===== src/rtl/ysyx_210184_mem_arbiter.sv =====
// Round-robin arbiter merging the fetch (read-only) and data (read/write) ports onto one level-handshake slave port.
// Latency: grant registered one cycle after request; slave completion forwarded same cycle; one release cycle follows.
// Backpressure: a requester holds its enable until its ready pulse; one transaction outstanding at a time.
module ysyx_210184_mem_arbiter #(
    parameter int ADDR_W      = 64,
    parameter int DATA_W      = 64,
    parameter int TIMEOUT_CYC = 1024
) (
    input  logic                clock,
    input  logic                reset,
    input  logic                if_r_ena,
    input  logic [ADDR_W-1:0]   if_addr,
    output logic [DATA_W-1:0]   if_r_data,
    output logic                if_r_ready,
    input  logic                d_r_ena,
    input  logic                d_w_ena,
    input  logic [ADDR_W-1:0]   d_addr,
    input  logic [DATA_W-1:0]   d_w_data,
    input  logic [DATA_W/8-1:0] d_w_mask,
    output logic [DATA_W-1:0]   d_r_data,
    output logic                d_r_ready,
    output logic                d_w_ready,
    output logic                m_r_ena,
    output logic                m_w_ena,
    output logic [ADDR_W-1:0]   m_addr,
    output logic [DATA_W-1:0]   m_w_data,
    output logic [DATA_W/8-1:0] m_w_mask,
    input  logic [DATA_W-1:0]   m_r_data,
    input  logic                m_r_ready,
    input  logic                m_w_ready,
    output logic                err_spurious,
    output logic                err_timeout
);
    localparam int CNT_W = (TIMEOUT_CYC < 2) ? 1 : $clog2(TIMEOUT_CYC + 1);
    localparam logic [CNT_W-1:0] CNT_MAX = '1;

    typedef enum logic [1:0] {
        S_IDLE,
        S_GRANT_IF,
        S_GRANT_D,
        S_RELEASE
    } state_t;

    state_t           state;
    state_t           state_nxt;
    logic             last_d;
    logic             lat_r;
    logic             lat_w;
    logic [CNT_W-1:0] wait_cnt;
    logic             comp;
    logic             in_grant;
    logic             grant_if;
    logic             grant_d;

    assign comp     = m_r_ready | m_w_ready;
    assign in_grant = (state == S_GRANT_IF) || (state == S_GRANT_D);

    always_comb begin
        state_nxt = state;
        grant_if  = 1'b0;
        grant_d   = 1'b0;
        case (state)
            S_IDLE: begin
                // On contention the port that did not win last time gets the grant.
                if (if_r_ena && (d_r_ena || d_w_ena)) begin
                    grant_if = last_d;
                    grant_d  = !last_d;
                end else begin
                    grant_if = if_r_ena;
                    grant_d  = d_r_ena || d_w_ena;
                end
                if (grant_if) begin
                    state_nxt = S_GRANT_IF;
                end else if (grant_d) begin
                    state_nxt = S_GRANT_D;
                end
            end
            S_GRANT_IF, S_GRANT_D: begin
                if (comp) begin
                    state_nxt = S_RELEASE;
                end
            end
            default: state_nxt = S_IDLE;
        endcase
    end

    always_ff @(posedge clock or posedge reset) begin
        if (reset) begin
            state        <= S_IDLE;
            last_d       <= 1'b1;
            lat_r        <= 1'b0;
            lat_w        <= 1'b0;
            wait_cnt     <= '0;
            err_spurious <= 1'b0;
            err_timeout  <= 1'b0;
        end else begin
            state <= state_nxt;
            // Enables are captured at grant so a requester dropping mid-flight cannot abort the slave access.
            if (grant_if) begin
                lat_r    <= 1'b1;
                lat_w    <= 1'b0;
                wait_cnt <= '0;
            end else if (grant_d) begin
                lat_r    <= d_r_ena;
                lat_w    <= d_w_ena;
                wait_cnt <= '0;
            end
            if (in_grant && comp) begin
                last_d <= (state == S_GRANT_D);
            end
            if (in_grant && !comp) begin
                if (wait_cnt != CNT_MAX) begin
                    wait_cnt <= wait_cnt + CNT_W'(1);
                end
                if ((TIMEOUT_CYC != 0) && ((32'(wait_cnt) + 32'd1) >= 32'(TIMEOUT_CYC))) begin
                    err_timeout <= 1'b1;
                end
            end
            if ((!in_grant && comp) || (m_r_ready && m_w_ready)) begin
                err_spurious <= 1'b1;
            end
        end
    end

    assign m_r_ena = in_grant & lat_r;
    assign m_w_ena = in_grant & lat_w;

    always_comb begin
        m_addr   = '0;
        m_w_data = '0;
        m_w_mask = '0;
        if (state == S_GRANT_IF) begin
            m_addr = if_addr;
        end else if (state == S_GRANT_D) begin
            m_addr   = d_addr;
            m_w_data = d_w_data;
            m_w_mask = d_w_mask;
        end
    end

    assign if_r_ready = (state == S_GRANT_IF) & comp;
    assign d_r_ready  = (state == S_GRANT_D) & comp & lat_r;
    assign d_w_ready  = (state == S_GRANT_D) & comp & lat_w;
    assign if_r_data  = if_r_ready ? m_r_data : '0;
    assign d_r_data   = d_r_ready ? m_r_data : '0;

endmodule


===== config.mk =====
export PLATFORM = sky130hd
export DESIGN_NAME = ysyx_210184_mem_arbiter
export DESIGN_NICKNAME = d
export VERILOG_FILES = /design/src/rtl/ysyx_210184_mem_arbiter.sv
export SDC_FILE = /design/constraint.sdc
export NUM_CORES = 1
export LEC_CHECK = 0
export ABC_AREA = 1
export BUFFER_PORTS_ARGS = -buffer_cell sky130_fd_sc_hd__buf_4
export CORE_AREA = 2 2 209 211
export DETAILED_ROUTE_END_ITERATION = 10
export DIE_AREA = 0 0 211 213
export RECOVER_POWER = 50
export SETUP_SLACK_MARGIN = 0.05
export SYNTH_ARGS = -nofsm -noshare
export SYNTH_HDL_FRONTEND = slang
export SYNTH_SLANG_ARGS = --single-unit

===== constraint.sdc =====
create_clock -name clock -period 1.4 [get_ports clock]
set_input_delay 0.14 -clock clock [delete_from_list [all_inputs] [get_ports clock]]
set_output_delay 0.14 -clock clock [all_outputs]
set_load 0.02 [all_outputs]

==> results.sh <==
export IMPL_gr_usage_met2_pct=21.06
export IMPL_drc=0
export IMPL_drtAntennaViolNets=0
export IMPL_yosysTopAreaCellShare_pct=26.68
export IMPL_preCtsSetupSlack_ns=-0.3662
export IMPL_io_pins=542
export IMPL_min_path_cells=3
export IMPL_firstDrtPassIters=4
export IMPL_avgSynthCellArea_sq_um=4.715
export IMPL_synth_edff_count=0
export IMPL_synthMuxAreaShare_pct=0
export IMPL_antenna_found_initial=1
export IMPL_rsz0062_at_grt="yes"
export IMPL_crit_fanout=7
export IMPL_yosys_warnings=0
export IMPL_r2r_cells=9
export IMPL_cts_num_sinks=18
export IMPL_max_freq_mhz=514.2
export IMPL_hold_slack_ns=0.1515
export IMPL_hold_path_class="in -> reg"
export IMPL_period_minus_slack_ns=1.945
export IMPL_relSlewSlack_pct=68.05
export IMPL_htree_levels=1
export IMPL_clk_latency_ns=0.25
export IMPL_synth_ff_type="dfrtp_1"
export IMPL_p_total_mw=22.54
export IMPL_yosys_top_cells_area="nand2_1 (27%), nor2_1 (23%), dfrtp_1 (12%)"
export IMPL_power_leakage_nw=5.992
export IMPL_synthesis_area_sq_um=3503
export IMPL_fillers=4493
export IMPL_yosysMostFrequentCell="nand2_1"
export IMPL_p_per_area_nw_per_um2=1855
export IMPL_drt_wl_total_microns=31110
export IMPL_cp_num_cells=9
export IMPL_synth_compound_area_share_pct=2.286
export IMPL_netlist_instances=743
export IMPL_wire_per_inst_microns=16.30
export IMPL_first_iter_violations=303
export IMPL_overflow=0
export IMPL_clock_root_buffer="clkbuf_16"
export IMPL_nets=1641
export IMPL_die_x_microns=211
export IMPL_grt_start_max_net_pins=28
export IMPL_viasPerCell=3.748
export IMPL_cap_violations=0
export IMPL_outcome="finished, violations left"
export IMPL_seq_area_frac_synth_pct=12.89
export IMPL_die_y_microns=213
export IMPL_drive_above_1_share_pct=70.65
export IMPL_synth_xor_area_share_pct=0.7500
export IMPL_synth_simple_area_share_pct=64.68
export IMPL_die_area_sq_um=44940
export IMPL_final_hold_viol_count=0
export IMPL_synthArstFlopShare_pct=100.0
export IMPL_critical_path_max_stage_delay_ns=0.43
export IMPL_syn_nets=1020
export IMPL_crit_family="buffers and inverters"
export IMPL_path_buf_inv=6
export IMPL_grt_pass1_wl_microns=40480
export IMPL_clk_pin_slew_ns=0.05
export IMPL_setup_viol=286
export IMPL_n_antenna_cell=0
export IMPL_cts_tree="yes"
export IMPL_yosysUniqueCellTypes=25
export IMPL_skew_ns=0.002958
export IMPL_endpoint_kind="output pin"
export IMPL_cpMaxStageDelayCell="dfrtp_1"
export IMPL_final_max_slew_viol_count=0
export IMPL_gr_usage_met3_pct=2.486
export IMPL_cts_buffers=3
export IMPL_dpl_cell_area_sq_um=10560
export IMPL_synth_top_family_by_area="simple AND/OR/NAND/NOR gates"
export IMPL_busiest_layer="met2"
export IMPL_yosysTopAreaCell="nand2_1"
export IMPL_synth_adder_area_share_pct=2.143
export IMPL_core_sq_um=42700
export IMPL_place_congestion=0.8170
export IMPL_grt_pass1_vias=6952
export IMPL_port_buffers=541
export IMPL_max_slew_worst_pin_slew_ns=0.4792
export IMPL_criticalPathCategory="reg -> out"
export IMPL_std_cell_rows=76
export IMPL_grtUsageTotal_pct=11.71
export IMPL_start_util_pct=8.205
export IMPL_crit_chain="inv_2, ha_4, inv_8, nor2_4, buf_12, inv_12, clkbuf_16, nor2_4, buf_6"
export IMPL_violations="setup timing"
export IMPL_cp_start_kind="flip-flop"
export IMPL_use_met1_pct=13.54
export IMPL_vias=7155
export IMPL_cpMostUsedCell="nor2_4"
export IMPL_ys_seq_elements=18
export IMPL_area_delta_synth_final_pct=246.8
export IMPL_peakVddDrop_uv=909.1
export IMPL_fin_area_sq_um=12150
export IMPL_place_hpwl_microns=24230
export IMPL_required_ns=1.26
export IMPL_fin_ws_ns=-0.5446
export IMPL_arrival_ns=1.80
export IMPL_cts_buffer_depth=2
export IMPL_ys_top_cells_by_count="nand2_1 (249), nor2_1 (214), inv_1 (89)"
export IMPL_timing_final_crit_share_pct=138.9
[stage by stage]
| step | setup TNS, ns | utilization [%] | std cells |
|---|---|---|---|
| 2_1_floorplan | -13.75 | - | 743 |
| 3_3_place_gp | -59.31 | 24.74 | 1867 |
| 3_5_place_dp | -60.71 | 24.74 | 1867 |
| 4_1_cts | -133.19 | 26.13 | 1882 |
| 5_1_grt | -144.33 | 28.46 | 1909 |
| 6_report | -121.47 | 28.46 | 1909 |
[registers in the layout, summed over array words and instances, names as in the netlist]
name          cells
last_d            1
err_timeout       1
lat_w             1
lat_r             1
wait_cnt         11
state             2
err_spurious      1
[layer usage]
layer	wire, microns	part of all wire (%)
met1	11840	38
met2	15680	50
met3	2440	7.8
met4	1133	3.6
met5	16	0.051
[area by class of cell]
type	instances	area, sq um	area share, %
Timing Repair Buffer	664	6352	52.28
Multi-Input combinational cell	583	4189	34.48
Tap cell	546	683.2	5.622
Sequential cell	18	451.7	3.717
Inverter	92	377.9	3.110
Clock buffer	4	78.83	0.6487
Timing Repair inverter	2	17.52	0.1442
[cell usage in the layout, fill, tap and decap left out, types with 3 or more instances in the layout]
| cell | count |
|---|---|
| nand2_1 | 176 |
| buf_16 | 8 |
| buf_12 | 24 |
| ha_1 | 4 |
| nand3_1 | 81 |
| nor2_1 | 13 |
| o21ai_0 | 10 |
| a21oi_1 | 3 |
| clkbuf_16 | 18 |
| buf_8 | 11 |
| buf_6 | 143 |
| nor2_4 | 201 |
| inv_2 | 4 |
| buf_4 | 459 |
| nand2_2 | 70 |
| nand2_4 | 7 |
| nor2_2 | 5 |
| inv_1 | 85 |
| dfrtp_1 | 17 |
[repair_timing]
action | in CTS | in global routing
pin swaps | 4 | 10
hold endpoints to repair | 17 | 0
hold buffers | 1 | 0
resized for setup | 90 | 133
gates cloned | 5 | 17
setup buffers | 5 | 10
setup endpoints to repair | 287 | 287
[path summary, 6_finish.rpt]
kind | from | end | slack (ns)
setup / recovery | state[1]$_DFFE_PP0P_ | if_r_data[7] | -0.54
hold / removal | m_w_ready | err_spurious$_DFFE_PP0P_ | 0.15
setup reg to reg | state[0]$_DFFE_PP0P_ | wait_cnt[10]$_DFF_PP0_ | -0.22
hold reg to reg | err_timeout$_DFFE_PP0P_ | err_timeout$_DFFE_PP0P_ | 0.49
max in group asynchronous | reset | last_d$_DFFE_PP1P_ | 0.49
min in group asynchronous | reset | wait_cnt[9]$_DFF_PP0_ | 0.56
[report_power, final]
part           internal [mW]  switching, mW
logic                   9.74           11.5
registers              0.621         0.0692
clock network          0.387          0.203
[worst register-to-register path, delay by kind of cell, from the launching register on]
family	cells	cell delay (ns)
buffers and inverters	5	0.52
AND/OR/NAND/NOR	2	0.19
flip-flops	1	0.37
adder cells (fa/ha/maj)	1	0.32
AO/OA/AOI/OAI	1	0.09
[cells by family (layout without fill, tap and decap cells)]
family,after synthesis,in the layout
simple gates,559,559
flops,18,18
compound gates,15,15
xor+xnor,3,3
fa+ha+maj,6,6
buf+inv,142,762
No activity file was read; power rests on OpenSTA's default activity.
